<file path="src/rtl/cancel_pkg.sv">
`default_nettype none
// ============================================================================
// Package : cancel_pkg
// Brief   : Shared constants, request struct and parser states for cancel ingest.
// Rev     : 1.0  initial release
// ============================================================================
package cancel_pkg;

    localparam int          CLIENT_W    = 5;
    localparam int          AMT_W       = 32;
    localparam int          AMT_BYTES   = AMT_W / 8;
    localparam int          MSG_LEN     = 2 + AMT_BYTES;
    localparam logic [7:0]  CANCEL_TYPE = 8'h43;

    typedef struct packed {
        logic [CLIENT_W-1:0] client_id;
        logic [AMT_W-1:0]    amount;
    } cancel_req_t;

    typedef enum logic [1:0] {
        ST_IDLE   = 2'd0,
        ST_CLIENT = 2'd1,
        ST_AMT    = 2'd2,
        ST_SKIP   = 2'd3
    } parse_state_t;

endpackage
`default_nettype wire

</file>
<file path="src/rtl/cancel_fifo.sv">
`default_nettype none
// ============================================================================
// Module : cancel_fifo
// Brief  : Synchronous FIFO of cancel requests with a registered head entry.
// Rev    : 1.0  initial release
// ============================================================================
module cancel_fifo
    import cancel_pkg::*;
#(
    parameter int DEPTH = 4
) (
    input  logic        clk,
    input  logic        rst,
    input  logic        i_push,
    input  cancel_req_t i_push_data,
    input  logic        i_pop,
    output cancel_req_t o_head,
    output logic        o_full,
    output logic        o_empty
);

    localparam int PTR_W = $clog2(DEPTH);
    localparam int CNT_W = PTR_W + 1;

    cancel_req_t       r_mem [DEPTH];
    logic [PTR_W-1:0]  r_wr_ptr;
    logic [PTR_W-1:0]  r_rd_ptr;
    logic [CNT_W-1:0]  r_count;
    cancel_req_t       r_head;
    logic              r_head_valid;

    logic              w_pop;
    logic              w_push;
    logic [CNT_W-1:0]  w_count_next;
    logic [PTR_W-1:0]  w_rd_ptr_next;
    cancel_req_t       w_head_next;

    assign w_pop         = i_pop && r_head_valid;
    assign w_push        = i_push && ((r_count != CNT_W'(DEPTH)) || w_pop);
    assign w_count_next  = r_count + CNT_W'(w_push) - CNT_W'(w_pop);
    assign w_rd_ptr_next = r_rd_ptr + PTR_W'(w_pop);

    // When the entry being written is the only one left, bypass it straight to the head.
    always_comb begin
        w_head_next = r_head;
        if (w_count_next != '0) begin
            if (r_count == CNT_W'(w_pop)) begin
                w_head_next = i_push_data;
            end else begin
                w_head_next = r_mem[w_rd_ptr_next];
            end
        end
    end

    always_ff @(posedge clk) begin
        if (w_push) begin
            r_mem[r_wr_ptr] <= i_push_data;
        end
    end

    always_ff @(posedge clk) begin
        if (rst) begin
            r_wr_ptr     <= '0;
            r_rd_ptr     <= '0;
            r_count      <= '0;
            r_head       <= '0;
            r_head_valid <= 1'b0;
        end else begin
            r_wr_ptr     <= r_wr_ptr + PTR_W'(w_push);
            r_rd_ptr     <= w_rd_ptr_next;
            r_count      <= w_count_next;
            r_head       <= w_head_next;
            r_head_valid <= (w_count_next != '0);
        end
    end

    assign o_head  = r_head;
    assign o_full  = (r_count == CNT_W'(DEPTH));
    assign o_empty = ~r_head_valid;

endmodule
`default_nettype wire

</file>
<file path="src/rtl/cancel_msg_ingest.sv">
`default_nettype none
// ============================================================================
// Module : cancel_msg_ingest
// Brief  : Parses a byte-serial message stream into buffered cancel requests.
// Rev    : 1.0  initial release
// ============================================================================
module cancel_msg_ingest
    import cancel_pkg::*;
#(
    parameter int FIFO_DEPTH = 4
) (
    input  logic                clk,
    input  logic                rst,
    input  logic                in_valid,
    input  logic                in_sop,
    input  logic [7:0]          in_data,
    output logic                in_ready,
    output logic                out_valid,
    output logic [CLIENT_W-1:0] client_id,
    output logic [AMT_W-1:0]    amount,
    input  logic                ack,
    output logic [15:0]         msg_count,
    output logic [15:0]         drop_count
);

    localparam int IDX_W = $clog2(MSG_LEN + 1);

    parse_state_t        r_state, w_state_next;
    logic [IDX_W-1:0]    r_byte_idx, w_byte_idx_next;
    logic [CLIENT_W-1:0] r_client, w_client_next;
    logic                r_bad, w_bad_next;
    logic [AMT_W-1:0]    r_amt_sr, w_amt_sr_next;
    logic [15:0]         r_msg_count;
    logic [15:0]         r_drop_count;

    logic                w_accept;
    logic                w_push;
    logic                w_msg_inc;
    logic                w_drop_inc;
    logic                w_full;
    logic                w_empty;
    logic [AMT_W+7:0]    w_shift;
    cancel_req_t         w_push_data;
    cancel_req_t         w_head;

    assign w_accept    = in_valid && !w_full;
    assign w_shift     = {r_amt_sr, in_data};
    assign w_push_data = '{client_id: r_client, amount: w_shift[AMT_W-1:0]};

    always_comb begin
        w_state_next    = r_state;
        w_byte_idx_next = r_byte_idx;
        w_client_next   = r_client;
        w_bad_next      = r_bad;
        w_amt_sr_next   = r_amt_sr;
        w_push          = 1'b0;
        w_msg_inc       = 1'b0;
        w_drop_inc      = 1'b0;
        if (w_accept) begin
            if (in_sop) begin
                // A header always restarts parsing; only a half-parsed cancel counts as dropped.
                if (r_state == ST_CLIENT || r_state == ST_AMT) begin
                    w_drop_inc = 1'b1;
                end
                if (in_data == CANCEL_TYPE) begin
                    w_state_next = ST_CLIENT;
                end else begin
                    w_state_next    = ST_SKIP;
                    w_byte_idx_next = IDX_W'(1);
                end
            end else begin
                case (r_state)
                    ST_CLIENT: begin
                        w_client_next   = in_data[CLIENT_W-1:0];
                        w_bad_next      = |in_data[7:CLIENT_W];
                        w_byte_idx_next = '0;
                        w_state_next    = ST_AMT;
                    end
                    ST_AMT: begin
                        w_amt_sr_next = w_shift[AMT_W-1:0];
                        if (r_byte_idx == IDX_W'(AMT_BYTES - 1)) begin
                            w_state_next = ST_IDLE;
                            if (r_bad) begin
                                w_drop_inc = 1'b1;
                            end else begin
                                w_push    = 1'b1;
                                w_msg_inc = 1'b1;
                            end
                        end else begin
                            w_byte_idx_next = r_byte_idx + IDX_W'(1);
                        end
                    end
                    ST_SKIP: begin
                        if (r_byte_idx == IDX_W'(MSG_LEN - 1)) begin
                            w_state_next = ST_IDLE;
                        end else begin
                            w_byte_idx_next = r_byte_idx + IDX_W'(1);
                        end
                    end
                    default: ;
                endcase
            end
        end
    end

    always_ff @(posedge clk) begin
        if (rst) begin
            r_state      <= ST_IDLE;
            r_byte_idx   <= '0;
            r_client     <= '0;
            r_bad        <= 1'b0;
            r_amt_sr     <= '0;
            r_msg_count  <= '0;
            r_drop_count <= '0;
        end else begin
            r_state    <= w_state_next;
            r_byte_idx <= w_byte_idx_next;
            r_client   <= w_client_next;
            r_bad      <= w_bad_next;
            r_amt_sr   <= w_amt_sr_next;
            if (w_msg_inc && r_msg_count != 16'hFFFF) begin
                r_msg_count <= r_msg_count + 16'd1;
            end
            if (w_drop_inc && r_drop_count != 16'hFFFF) begin
                r_drop_count <= r_drop_count + 16'd1;
            end
        end
    end

    cancel_fifo #(
        .DEPTH (FIFO_DEPTH)
    ) u_fifo (
        .clk         (clk),
        .rst         (rst),
        .i_push      (w_push),
        .i_push_data (w_push_data),
        .i_pop       (ack),
        .o_head      (w_head),
        .o_full      (w_full),
        .o_empty     (w_empty)
    );

    assign in_ready   = !w_full;
    assign out_valid  = !w_empty;
    assign client_id  = w_head.client_id;
    assign amount     = w_head.amount;
    assign msg_count  = r_msg_count;
    assign drop_count = r_drop_count;

endmodule
`default_nettype wire
</file>
<file path="config.mk">
export PLATFORM = sky130hd
export DESIGN_NAME = cancel_msg_ingest
export DESIGN_NICKNAME = d
export VERILOG_FILES = /design/src/rtl/cancel_pkg.sv /design/src/rtl/cancel_fifo.sv /design/src/rtl/cancel_msg_ingest.sv
export SDC_FILE = /design/constraint.sdc
export NUM_CORES = 1
export LEC_CHECK = 0
export BUFFER_PORTS_ARGS = -buffer_cell sky130_fd_sc_hd__clkbuf_2
export CELL_PAD_IN_SITES_DETAIL_PLACEMENT = 1
export CELL_PAD_IN_SITES_GLOBAL_PLACEMENT = 2
export CORE_MARGIN = 2
export CORE_UTILIZATION = 42
export CTS_CLUSTER_SIZE = 20
export DETAILED_ROUTE_END_ITERATION = 8
export PLACE_DENSITY_LB_ADDON = 0.1
export RECOVER_POWER = 50
export SLEW_MARGIN = 40
export SYNTH_ARGS = -nofsm -noshare
export SYNTH_HDL_FRONTEND = slang
export SYNTH_SLANG_ARGS = --single-unit
</file>
<file path="constraint.sdc">
create_clock -name clk -period 5.3 [get_ports clk]
set_input_delay 0.265 -clock clk [delete_from_list [all_inputs] [get_ports clk]]
set_output_delay 0.265 -clock clk [all_outputs]
set_load 0.03 [all_outputs]
</file>
Word-level counts from Yosys, hierarchy flattened
Memory sizes are Yosys's and may differ from the RTL's.
Cells that the tools add are included.

storage, ports and cells
  bits in registers = 112
  bits in writable memories = 148
  word-level logic and storage cells = 77
  memories kept = 1

memory list
  memory        depth  bits a word  read ports  clocked after memory_dff  wr ports  RTL line           text
  u_fifo.r_mem  4      37           1           0                         1         cancel_fifo.sv:25  cancel_req_t r_mem [DEPTH];

cells by class
  $add $sub $neg = 7
  eq/ne operators = 16
  mux-type cells = 24
  bitwise logic cells = 1
  reduce and logical (&&, ||, !) cells = 15

operators with widths
  kind                                                                      count
  37-bit two-way mux                                                        1
  16-bit by 1-bit adder with 16-bit output (second input constant)          2
  16-bit inequality test (second input constant)                            2
  1-bit two-way mux                                                         13
  3-bit two-way mux                                                         4
  3-bit inequality test (second input constant)                             4
  3-bit one-hot mux with 3 select lines                                     1
  8-bit by 7-bit equality test with 1-bit output (second input constant)    1
  2-bit two-way mux                                                         4
  3-bit equality test (second input constant)                               2
  2-bit one-hot mux with 3 select lines                                     1
  3-bit AND reduction                                                       2
  1-bit logical AND                                                         5
  5-bit AND reduction                                                       1
  2-bit by 1-bit adder with 2-bit output                                    2
  2-bit equality test (second input constant)                               2
  4-bit AND reduction                                                       1
  4-bit nonzero test                                                        1
  3-bit by 1-bit adder with 3-bit output                                    1
  3-bit by 1-bit adder with 3-bit output (second input constant)            1
  3-bit by 1-bit equality test with 1-bit output                            1
  3-bit by 2-bit equality test with 1-bit output (second input constant)    1
  3-bit by 2-bit inequality test with 1-bit output (second input constant)  1
  3-bit nonzero test                                                        1
  other kinds (7)                                                           8

Logic depth before layout (Yosys ltp)
Gate-level depths: netlist of run 1.

  depth after elaboration = 9
  gate-level depth with buffers = 14
  mapped depth without buffers = 11

Hierarchy
From an unflattened synthesis of run 1, not the netlist that was laid out.

unflattened totals
  cell total of the unflattened synthesis = 802
  area, all modules = 10797.9 um^2

modules (own cells, without submodules)
  module             instances  cells an instance  area each (um^2)  seq. area each (um^2)
  cancel_fifo        1          440                7662.3            5345.1
  cancel_msg_ingest  1          362                3135.5            1341.3

Worst setup path after synthesis of run 1
No wires, ideal clock.

  path kind = register to register
  from = register r_byte_idx[0]
  to = memory u_fifo.r_mem[0][0] (netlist name) (enable)
  setup time = 0.485 ns
  data arrival time = 4.124 ns
  required time = 4.815 ns
  slack = 0.691 ns
  cell stages (with the launch flop) = 7
  path buffers = 1
  clock period less this slack = 4.609 ns
  path through = dfxtp_1 -> ha_1 -> ha_1 -> nand2_1 -> nor4_4 -> buf_2 -> nor3b_1

between the ends
  longest elaborated chain between the ends = 8

ends and longest elaborated chain
  item                                            RTL line                  text
  start: declaration                              cancel_msg_ingest.sv:29   logic [IDX_W-1:0] r_byte_idx, w_byte_idx_next;
  start signal: assignment                        cancel_msg_ingest.sv:117  r_byte_idx <= w_byte_idx_next;
  3-bit by 2-bit equality test with 1-bit output  cancel_msg_ingest.sv:81   if (r_byte_idx == IDX_W'(AMT_BYTES - 1)) begin
  1-bit two-way mux                               cancel_msg_ingest.sv:81
  1-bit two-way mux                               cancel_msg_ingest.sv:72   case (r_state)
  1-bit two-way mux                               cancel_msg_ingest.sv:60   if (in_sop) begin
  1-bit two-way mux                               cancel_msg_ingest.sv:59   if (w_accept) begin
  1-bit logical AND                               cancel_fifo.sv:39         assign w_push = i_push && ((r_count != CNT_W'(DEPTH)) || w_pop);
  1-bit two-way mux                               cancel_fifo.sv:56         if (w_push) begin
  1-bit two-way mux (implied by the code)         cancel_fifo.sv:57         r_mem[r_wr_ptr] <= i_push_data;
  end: declaration                                cancel_fifo.sv:25

Every way passes these cells.

Worst setup path in the final report of run 1
  from = register r_state[1]
  to = register u_fifo.r_head, in the netlist u_fifo.o_head[15]

between the ends
  longest elaborated chain between the ends = 8

ends and longest elaborated chain
  item                                         RTL line                  text
  start: declaration                           cancel_msg_ingest.sv:28   parse_state_t r_state, w_state_next;
  start signal: assignment                     cancel_msg_ingest.sv:116  r_state <= w_state_next;
  2-bit equality test                          cancel_msg_ingest.sv:72
  1-bit two-way mux                            cancel_msg_ingest.sv:72
  1-bit two-way mux                            cancel_msg_ingest.sv:60
  1-bit two-way mux                            cancel_msg_ingest.sv:59
  1-bit logical AND                            cancel_fifo.sv:39
  3-bit by 1-bit adder with 3-bit output       cancel_fifo.sv:40         assign w_count_next = r_count + CNT_W'(w_push) - CNT_W'(w_pop);
  3-bit by 1-bit subtractor with 3-bit output  cancel_fifo.sv:40
  named net u_fifo.w_count_next[1]             cancel_fifo.sv:34         logic [CNT_W-1:0] w_count_next;
  3-bit nonzero test                           cancel_fifo.sv:46         if (w_count_next != '0) begin
  end signal: assignment                       cancel_fifo.sv:72         r_head <= w_head_next;
  end: declaration                             cancel_fifo.sv:29         cancel_req_t r_head;

The timed path passes the listed nets, and every way through them passes these cells.
A chain may end at the register's enable or synchronous reset.

==> metrics.txt, run 1 <==
worst path bufs/invs=3; n_diodes=0; slowest cell on the critical path=or3_2; Final nets=862; failing checks=capacitance limit, slew limit; setup TNS=0 ns; synthesized instance count=around 760; VDD IR-drop max=355 uV; Tot GR Track Use=18.4%; Seq/Total Area, Yosys=64.3%; Syn Std Cell Area=10400 um2; first drt pass iteration count=4; max incr delay on CP=approximately 0.75 ns; Crit path max-delay family=buffers and inverters; CP max FO=51; Synth warnings=0; Max transition margin=-20.2%; DRT iter0 DRCs=328; Critical Path AT=4.49 ns; via-per-instance ratio=5.42; Clock Skew=0.0191 ns; Root Buffer Master=clkbuf_16; largest net degree at the start of global routing=89; core box area=24300 um2; Routed WL per cell=20.0 um; Die ar.=roughly 26000 um2; Power Dens Cells=477 nW/um2; aggregate global routing overflow=0; first-pass GRT wire length=37800 um; Initial Util=a little over two fifths; CTS tree=yes; RSZ-0062 raised after global routing=no; vias in the first global route=6839; share of cells above drive strength 1=12.1%; Syn Area/Cell=13.7 um2; most frequent cells in the layout=edfxtp_1 (148), dfxtp_1 (112), nor2_1 (89), clkbuf_1 (88), mux2i_1 (49); Slew Limit Fails=42; Hold Crit Class=primary input to flop; commonest non-fill, non-tap cell in the layout=edfxtp_1; leakage power=just under 4 nW; Post-synth EDFFs=148; num rows=57; Port-buffer cells=a little over 80; Die X=161 um; number of H-tree levels=1; vias after detailed routing=6394; Die Span Y=161 um; initial antenna violation count=0; utilization after layout=~50%; num ports=84; Post-synth ARST share=0%; Max Cap Viol=2; WL final=23600 um; Peak Freq=243 MHz; clk buf depth=3; post-synth cell types=49; DRC=0; Final min period=4.11 ns; worst skew pair latency=about 0.54 ns; Worst setup SP type=flop; Synth Register Bits=260; actual slew at the worst max-slew pin=between 1.5 and 2 ns; fin crit share=77.6%; Placer Congestion=0.806; non-filler cells, final=1180; CP cell instances=ha_1 -> buf_4 -> nand2_1 -> nor4_4 -> clkbuf_1 -> ha_1 -> fa_1 -> or3_2 -> buf_4 -> nor2_1 -> a211oi_1; Final Hold Viols=0; clock sinks=260; Crit path required time=between 5 and 6 ns; CP Class=flop to flop; Final setup viols=0; Worst setup EP type=flop; post-CTS sizing=0; syn_nets=783; Final ANT Viol Nets=0; status=complete, but fails checks; Post-CTS Hold Buffers=0; CTS buffer count=27; DP HPWL=14500 um; main flop type after synthesis=edfxtp_1; Post-CTS Setup Inserts=0; Final Power=approximately 5.7 mW; Post-Place Cells=1131; Area growth, synth to finish=14.1%; Reg clk slew, reported paths=approximately 0.060 ns
[final timing paths]
check                         from                 to  slack [ns]  depth (start not counted)
setup / recovery        r_state[1]  u_fifo.o_head[15]        1.19                         11
hold reg to reg   u_fifo.o_head[6]   u_fifo.o_head[6]        0.50                          2
hold / removal                 rst       msg_count[6]        0.09                          2
setup reg to reg        r_state[1]  u_fifo.o_head[15]        1.19                         11
[per-stage QoR]
| stage | cell area (um2) | setup slack [ns] | hold slack [ns] |
|---|---|---|---|
| detailed placement | 11200 | 1.65 | 0.496 |
| global route | 11900 | 0.875 | 0.0982 |
| global placement | 11200 | 1.81 | 0.485 |
| floorplan | 10400 | 0.691 | 0.364 |
| finish | 11900 | 1.19 | 0.0935 |
| CTS | 12000 | 1.58 | 0.0321 |
[cell usage after synthesis, types with 12 or more instances]
library cell | count | area [um2]
mux4_2 | 37 | 833
ha_1 | 12 | 150
mux2i_1 | 49 | 490
buf_2 | 21 | 105
nand3_1 | 31 | 155
dfxtp_1 | 112 | 2240
xnor2_1 | 16 | 140
xor2_1 | 13 | 114
clkbuf_1 | 20 | 75.1
nor2_1 | 91 | 342
nand2_1 | 35 | 131
a21oi_1 | 26 | 130
edfxtp_1 | 148 | 4440
inv_1 | 14 | 52.6
a211oi_1 | 37 | 278
[registers in the layout, indices dropped and copies added, names as in the netlist]
register,flops
r_state,2
r_client,5
u_fifo.o_head,37
u_fifo.r_count,3
u_fifo.r_rd_ptr,2
u_fifo.r_wr_ptr,2
u_fifo.r_head_valid,1
r_bad,1
u_fifo.r_mem,148
r_byte_idx,3
msg_count,16
drop_count,16
r_amt_sr,24
[metal layers]
layer / up-vias / track usage [%] / share of wire [%]
li1: 2998 / - / -
met1: 3237 / 24.2 / 45
met2: 119 / 31.6 / 49
met3: 40 / 3.06 / 3.7
met4: 0 / 4.71 / 2.2
met5: - / 0 / 0
[kinds of logic (layout without fill, tap and decap cells)]
| logic type | count (synthesis) | after routing | synth area share [%] |
|---|---|---|---|
| DFF | 260 | 260 | 64.3 |
| and+or+nand+nor | 222 | 222 | 10.6 |
| AOI/OAI and AO/OA | 88 | 88 | 5.85 |
| muxes | 86 | 86 | 12.7 |
| buffers and inverters | 59 | 158 | 2.42 |
| xor gates and xnor gates | 29 | 29 | 2.44 |
| adders and majority gates | 13 | 13 | 1.64 |
[layout make-up]
class,count,area (um2)
fillers,2472,12500
repair buffers,95,407
flip-flops and latches,260,6690
multi-input cells,438,3480
inverters,14,52.6
clock buffers,38,747
clock inverters,11,80.1
well taps,324,405
[where the power goes]
| part | leakage, nW | internal (mW) | switching [mW] |
|---|---|---|---|
| registers | 2.14 | 2.25 | 0.0683 |
| clock network | 0.411 | 1.03 | 0.762 |
| logic | 1.42 | 0.572 | 0.978 |
| total | 3.98 | 3.85 | 1.81 |
No activity file was read; power rests on OpenSTA's default activity.
==> run 2, diff against run 1 <==
--- a/config.mk
+++ b/config.mk
@@ -9,7 +9,7 @@
 export CELL_PAD_IN_SITES_DETAIL_PLACEMENT = 1
 export CELL_PAD_IN_SITES_GLOBAL_PLACEMENT = 2
 export CORE_MARGIN = 2
-export CORE_UTILIZATION = 42
+export CORE_UTILIZATION = 38
 export CTS_CLUSTER_SIZE = 20
 export DETAILED_ROUTE_END_ITERATION = 8
 export PLACE_DENSITY_LB_ADDON = 0.1
==> constraint.sdc (replaced) <==
create_clock -name clk -period 3.6 [get_ports clk]
set_input_delay 0.18 -clock clk [delete_from_list [all_inputs] [get_ports clk]]
set_output_delay 0.18 -clock clk [all_outputs]
set_load 0.03 [all_outputs]
==> metrics.txt, run 2 (synthesized netlist as in run 1, its figures left out) <==
Final setup viols=0 (unchanged); VDD IR-drop max=625 uV (+76%); Worst setup EP type=flop; first drt pass iteration count=4 (unchanged); Initial Util=38.7% (-4.1 points); initial antenna violation count=0 (unchanged); via-per-instance ratio=5.29 (-2.3%); Clk pwr share=32.4% (+0.8 points); Port-buffer cells=83 (unchanged); most frequent cells in the layout=edfxtp_1 (148), dfxtp_1 (112), nor2_1 (89), clkbuf_1 (89), mux2i_1 (49); placed cell area=11300 um2 (+0.77%); Die Span Y=169 um (+5.0%); setup TNS=0 ns (unchanged); Worst setup SP type=flop; CTS tree=yes; most used cell, CP=xnor2_1; aggregate global routing overflow=0 (unchanged); Tot GR Track Use=17.0% (-1.3 points); Max transition margin=22.6% (+43 points); Area growth, synth to finish=16.5%; num rows=60 (+5.3%); WL final=24000 um (+2.0%); number of H-tree levels=1 (unchanged); Top reg by flops=u_fifo.r_mem; DRC=0 (unchanged); reg-to-reg startpoint=u_fifo.r_count[2]; R2R depth=9 (-2); CP Class=flop to flop; vias in the first global route=6938 (+1.4%); max reg flops=148 (unchanged); utilization after layout=45.1% (-3.7 points); leakage power=4.07 nW (+2.3%); worst path bufs/invs=1 (-2); hold endpoint=r_state[0]; Peak Freq=328 MHz (+35%); Placer Congestion=0.810 (+0.61%); core box area=26900 um2 (+11%); Crit path max-delay family=simple AND/OR/NAND/NOR gates; Comb pwr share=27.5% (about the same); clock sinks=260 (unchanged); design area=12100 um2 (+2.1%); hold slack=0.0790 ns (-0.0145 ns); n_diodes=0 (unchanged); Crit path depth=9 (-2); Post-CTS Hold Buffers=7 (+7); DRT iter0 DRCs=311 (-5.2%); sequential power share=40.0% (-0.9 points); commonest non-fill, non-tap cell in the layout=edfxtp_1; max incr delay on CP=0.54 ns (-0.21 ns); first-pass GRT wire length=38600 um (+1.9%); Max Cap Viol=0 (-2); Routed WL per cell=19.7 um (-1.1%); HP Start=in_sop; Die ar.=28700 um2 (+10%); Root Buffer Master=clkbuf_16; non-filler cells, final=1217 (+3.1%); Power Dens Cells=703 nW/um2 (+47%); P_sw=2.71 mW (+50%); CP max FO=48 (-5.9%); Die X=169 um (+5.0%); Final min period=3.05 ns (-1.06 ns); share of cells above drive strength 1=12.8% (+0.64 points); Critical Path AT=3.50 ns (-0.99 ns); largest net degree at the start of global routing=62 (-30%); worst skew pair latency=0.54 ns (about the same); Hold Crit Class=primary input to flop; num ports=84 (unchanged); Clock Skew=0.0145 ns (-0.00462 ns); Post-CTS Setup Inserts=0 (unchanged); vias after detailed routing=6440 (+0.72%); Slew Limit Fails=0 (-100%); reg2reg setup slack=0.55 ns (-0.64 ns); status=complete, no violations; Final Hold Viols=0 (unchanged); DP HPWL=14300 um (-0.98%); Net Sw Frac=31.8% (-0.17 points); Reg clk slew, reported paths=0.06 ns (about the same); Hold Path Stages=3 (+1); clk buf depth=3 (unchanged); fin crit share=84.7% (+7.1 points); capturing point of the worst reg2reg path=u_fifo.o_head[5]; Crit path required time=4.05 ns (-1.63 ns); RSZ-0062 raised after global routing=no; post-CTS sizing=0 (unchanged); Final ANT Viol Nets=0 (unchanged); Post-Place Cells=1153 (+1.9%); CP cell instances=nor3b_1 -> nor4_4 -> ha_1 -> fa_1 -> xnor2_1 -> xnor2_1 -> or3_2 -> buf_4 -> a211oi_1; P_int=5.80 mW (+51%); slowest cell on the critical path=nor3b_1; CTS buffer count=30 (+11%); Final nets=878 (+1.9%); actual slew at the worst max-slew pin=1.16 ns (-0.643 ns)
## run 2: through the flow
step / total power, mW / worst slack, ns
after floorplan: 5.27 / 0.198
after global placement: 5.83 / 0.747
after detailed placement: 5.91 / 0.637
after CTS: 8.70 / 0.619
after global routing: 8.98 / 0.286
final: 8.51 / 0.549
## run 2: how the worst max path moves through the flow
stage                               endpoint  slack [ns]         startpoint
final                       u_fifo.o_head[5]        0.55  u_fifo.r_count[2]
after floorplan           u_fifo.r_mem[1][0]        0.20      r_byte_idx[0]
after CTS                   u_fifo.o_head[5]        0.62      r_byte_idx[0]
after detailed placement    u_fifo.o_head[5]        0.64      r_byte_idx[0]
after global placement     u_fifo.o_head[17]        0.75      r_byte_idx[0]
after global routing       u_fifo.o_head[33]        0.29  u_fifo.r_count[2]
## run 2: area by class of cell
cell class	instances	area, um2
Clock buffer	40	830
Sequential cell	260	6690
Clock inverter	16	72.6
Multi-Input combinational cell	438	3490
Timing Repair Buffer	108	556
Fill cell	2810	14800
Tap cell	341	427
Inverter	14	52.6
## run 2: power by group through the flow
stage               combinational, mW  sequential (mW)  clock, mW
floorplan                        1.53             3.75          0
detailed placement               2.44             3.48          0
CTS                              2.45             3.41       2.84
finish                           2.34             3.41       2.76
global route                     2.58             3.43       2.96
global placement                 2.37             3.46          0
## run 2: metal layers
metal  part of all wire (%)  vias to the layer above  global-route usage [%]
met5                      0                        -                       0
met4                    1.1                        0                    3.72
met3                    3.9                       25                    2.78
met2                     48                      121                    29.2
met1                     47                     3267                    22.9
li1                       -                     3027                       -
## run 2: worst min-delay path, cell delays in order
cell	delay [ns]
clkbuf_2	0.22
a21oi_1	0.10
nor2_1	0.08
==> run 3, diff against run 2 <==
==> constraint.sdc (replaced) <==
create_clock -name clk -period 2.8 [get_ports clk]
set_input_delay 0.14 -clock clk [delete_from_list [all_inputs] [get_ports clk]]
set_output_delay 0.14 -clock clk [all_outputs]
set_load 0.03 [all_outputs]
==> metrics.txt, run 3 (synthesized netlist as in run 1, its figures left out) <==
worst path bufs/invs=1 (unchanged); fin crit share=96.6% (+12 points); max incr delay on CP=0.37 ns (-0.17 ns); Fill cells=2778 (-1.1%); CP Class=flop to flop; Area growth, synth to finish=17.8%; Post-CTS Setup Inserts=0 (unchanged); Die ar.=28700 um2 (unchanged); Power Dens Cells=911 nW/um2 (+30%); core box area=26900 um2 (unchanged); R2R depth=12 (+3); CP max FO=57 (+19%); n_diodes=0 (unchanged); Placer Congestion=0.804 (-0.77%); CTS buffer count=28 (-6.7%); Hold Path Stages=2 (-1); FF+latch area=6690 um2 (about the same); Top reg by flops=u_fifo.r_mem; Setup crit end=u_fifo.o_head[18]; slowest cell on the critical path=fa_1; max reg flops=148 (unchanged); Die X=169 um (unchanged); VDD IR-drop max=473 uV (-24%); via-per-instance ratio=5.34 (+0.98%); Worst setup EP type=flop; Initial Util=38.7% (unchanged); Reg clk slew, reported paths=0.06 ns (about the same); Final ANT Viol Nets=0 (unchanged); Crit path depth=12 (+3); CTS tree=yes; Worst setup SP type=flop; largest net degree at the start of global routing=59 (-4.8%); first-pass GRT wire length=39400 um (+2.2%); Final min period=2.71 ns (-0.346 ns); CP cell instances=ha_1 -> ha_2 -> nand2_2 -> nor4_4 -> ha_2 -> fa_1 -> xnor2_1 -> xnor2_1 -> or3_4 -> buf_16 -> nor2_1 -> a211oi_1; clk buf depth=3 (unchanged); Final Hold Viols=0 (unchanged); Max transition margin=39.9% (+17 points); number of H-tree levels=1 (unchanged); initial antenna violation count=0 (unchanged); leakage power=4.11 nW (+1.1%); Max Cap Viol=0 (unchanged); Slew Limit Fails=0 (unchanged); Peak Freq=370 MHz (+13%); Hold Crit Class=primary input to flop; Crit path max-delay family=adder cells; Root Buffer Master=clkbuf_16; utilization after layout=45.6% (+0.50 points); reg-to-reg startpoint=r_byte_idx[0]; reg2reg setup slack=0.09 ns (-0.45 ns); pre-CTS setup slack=0.116 ns (-0.521 ns); Routed WL per cell=20.3 um (+3.0%); worst setup path start=r_byte_idx[0]; capturing point of the worst reg2reg path=u_fifo.o_head[18]; worst skew pair latency=0.54 ns (about the same); Critical Path AT=3.09 ns (-0.41 ns); Final Power=11.2 mW (+31%); Crit path required time=3.18 ns (-0.87 ns); actual slew at the worst max-slew pin=0.899 ns (-0.261 ns); most frequent cells in the layout=edfxtp_1 (148), dfxtp_1 (111), nor2_1 (89), clkbuf_1 (87), mux2i_1 (49); Port-buffer cells=83 (unchanged); WL final=24700 um (+2.8%); slack of the critical path=0.0947 ns (-0.454 ns); Tot GR Track Use=17.6% (+0.55 points); DP HPWL=14800 um (+3.2%); status=complete, no violations; DRC=0 (unchanged); Multi-input gate area=3510 um2 (+0.72%); num ports=84 (unchanged); Die Span Y=169 um (unchanged); first drt pass iteration count=6 (+2); num rows=60 (unchanged); commonest non-fill, non-tap cell in the layout=edfxtp_1; Clock Skew=0.0158 ns (+0.00135 ns); aggregate global routing overflow=0 (unchanged); hold slack=0.0984 ns (+0.0195 ns); setup TNS=0 ns (unchanged); vias after detailed routing=6487 (+0.73%); Final nets=877 (-0.11%); DRT iter0 DRCs=305 (-1.9%); vias in the first global route=7065 (+1.8%); Final setup viols=0 (unchanged); share of cells above drive strength 1=13.6% (+0.85 points); RSZ-0062 raised after global routing=yes; clock sinks=260 (unchanged)
run 3: cell types whose count changed in the layout (fill, tap and decap cells not counted), moves of 2 or more:
cell | previous run | this run
buf_12 | 3 | 10
buf_4 | 11 | 8
clkbuf_1 | 89 | 87
clkbuf_16 | 31 | 29
clkbuf_8 | 2 | 4
clkinv_1 | 8 | 4
clkinv_2 | 7 | 5
run 3: worst min path at each step:
stage	from	to	slack (ns)
floorplan	in_data[0]	u_fifo.r_mem[0][0]	0.24
global placement	in_data[2]	u_fifo.r_mem[1][2]	0.47
detailed placement	in_data[2]	u_fifo.r_mem[3][2]	0.48
CTS	in_data[4]	u_fifo.r_mem[2][4]	0.04
global route	rst	msg_count[14]	0.12
finish	rst	msg_count[6]	0.1
run 3: timing repair:
item                       in CTS  in global routing
resized for setup               0                  3
setup endpoints to repair       0                 28
hold endpoints to repair       33                  0
hold buffers                    8                  0
run 3: layout make-up:
cell class	count	area share [%]
Clock buffer	42	6.65
Clock inverter	10	0.572
Tap cell	341	3.48
Multi-Input combinational cell	438	28.7
Inverter	14	0.429
Timing Repair Buffer	109	5.56
Sequential cell	260	54.6
run 3: through the flow:
stage,std cells,instance area [um2]
after CTS,1214,12300
final,1214,12200
after global placement,1154,11400
after floorplan,757,10500
after detailed placement,1154,11400
after global routing,1214,12200
run 3: power by group:
group	switching [mW]	internal, mW
clock	1.47	2.09
combinational	1.92	1.29
sequential	0.136	4.25
run 3: metal layers:
layer,track usage [%],vias to the layer above,share of wire (%)
met1,23.4,3323,46
met2,30.4,108,49
met3,2.96,30,3.6
met5,0,-,0
li1,-,3026,-
met4,3.75,0,1.3
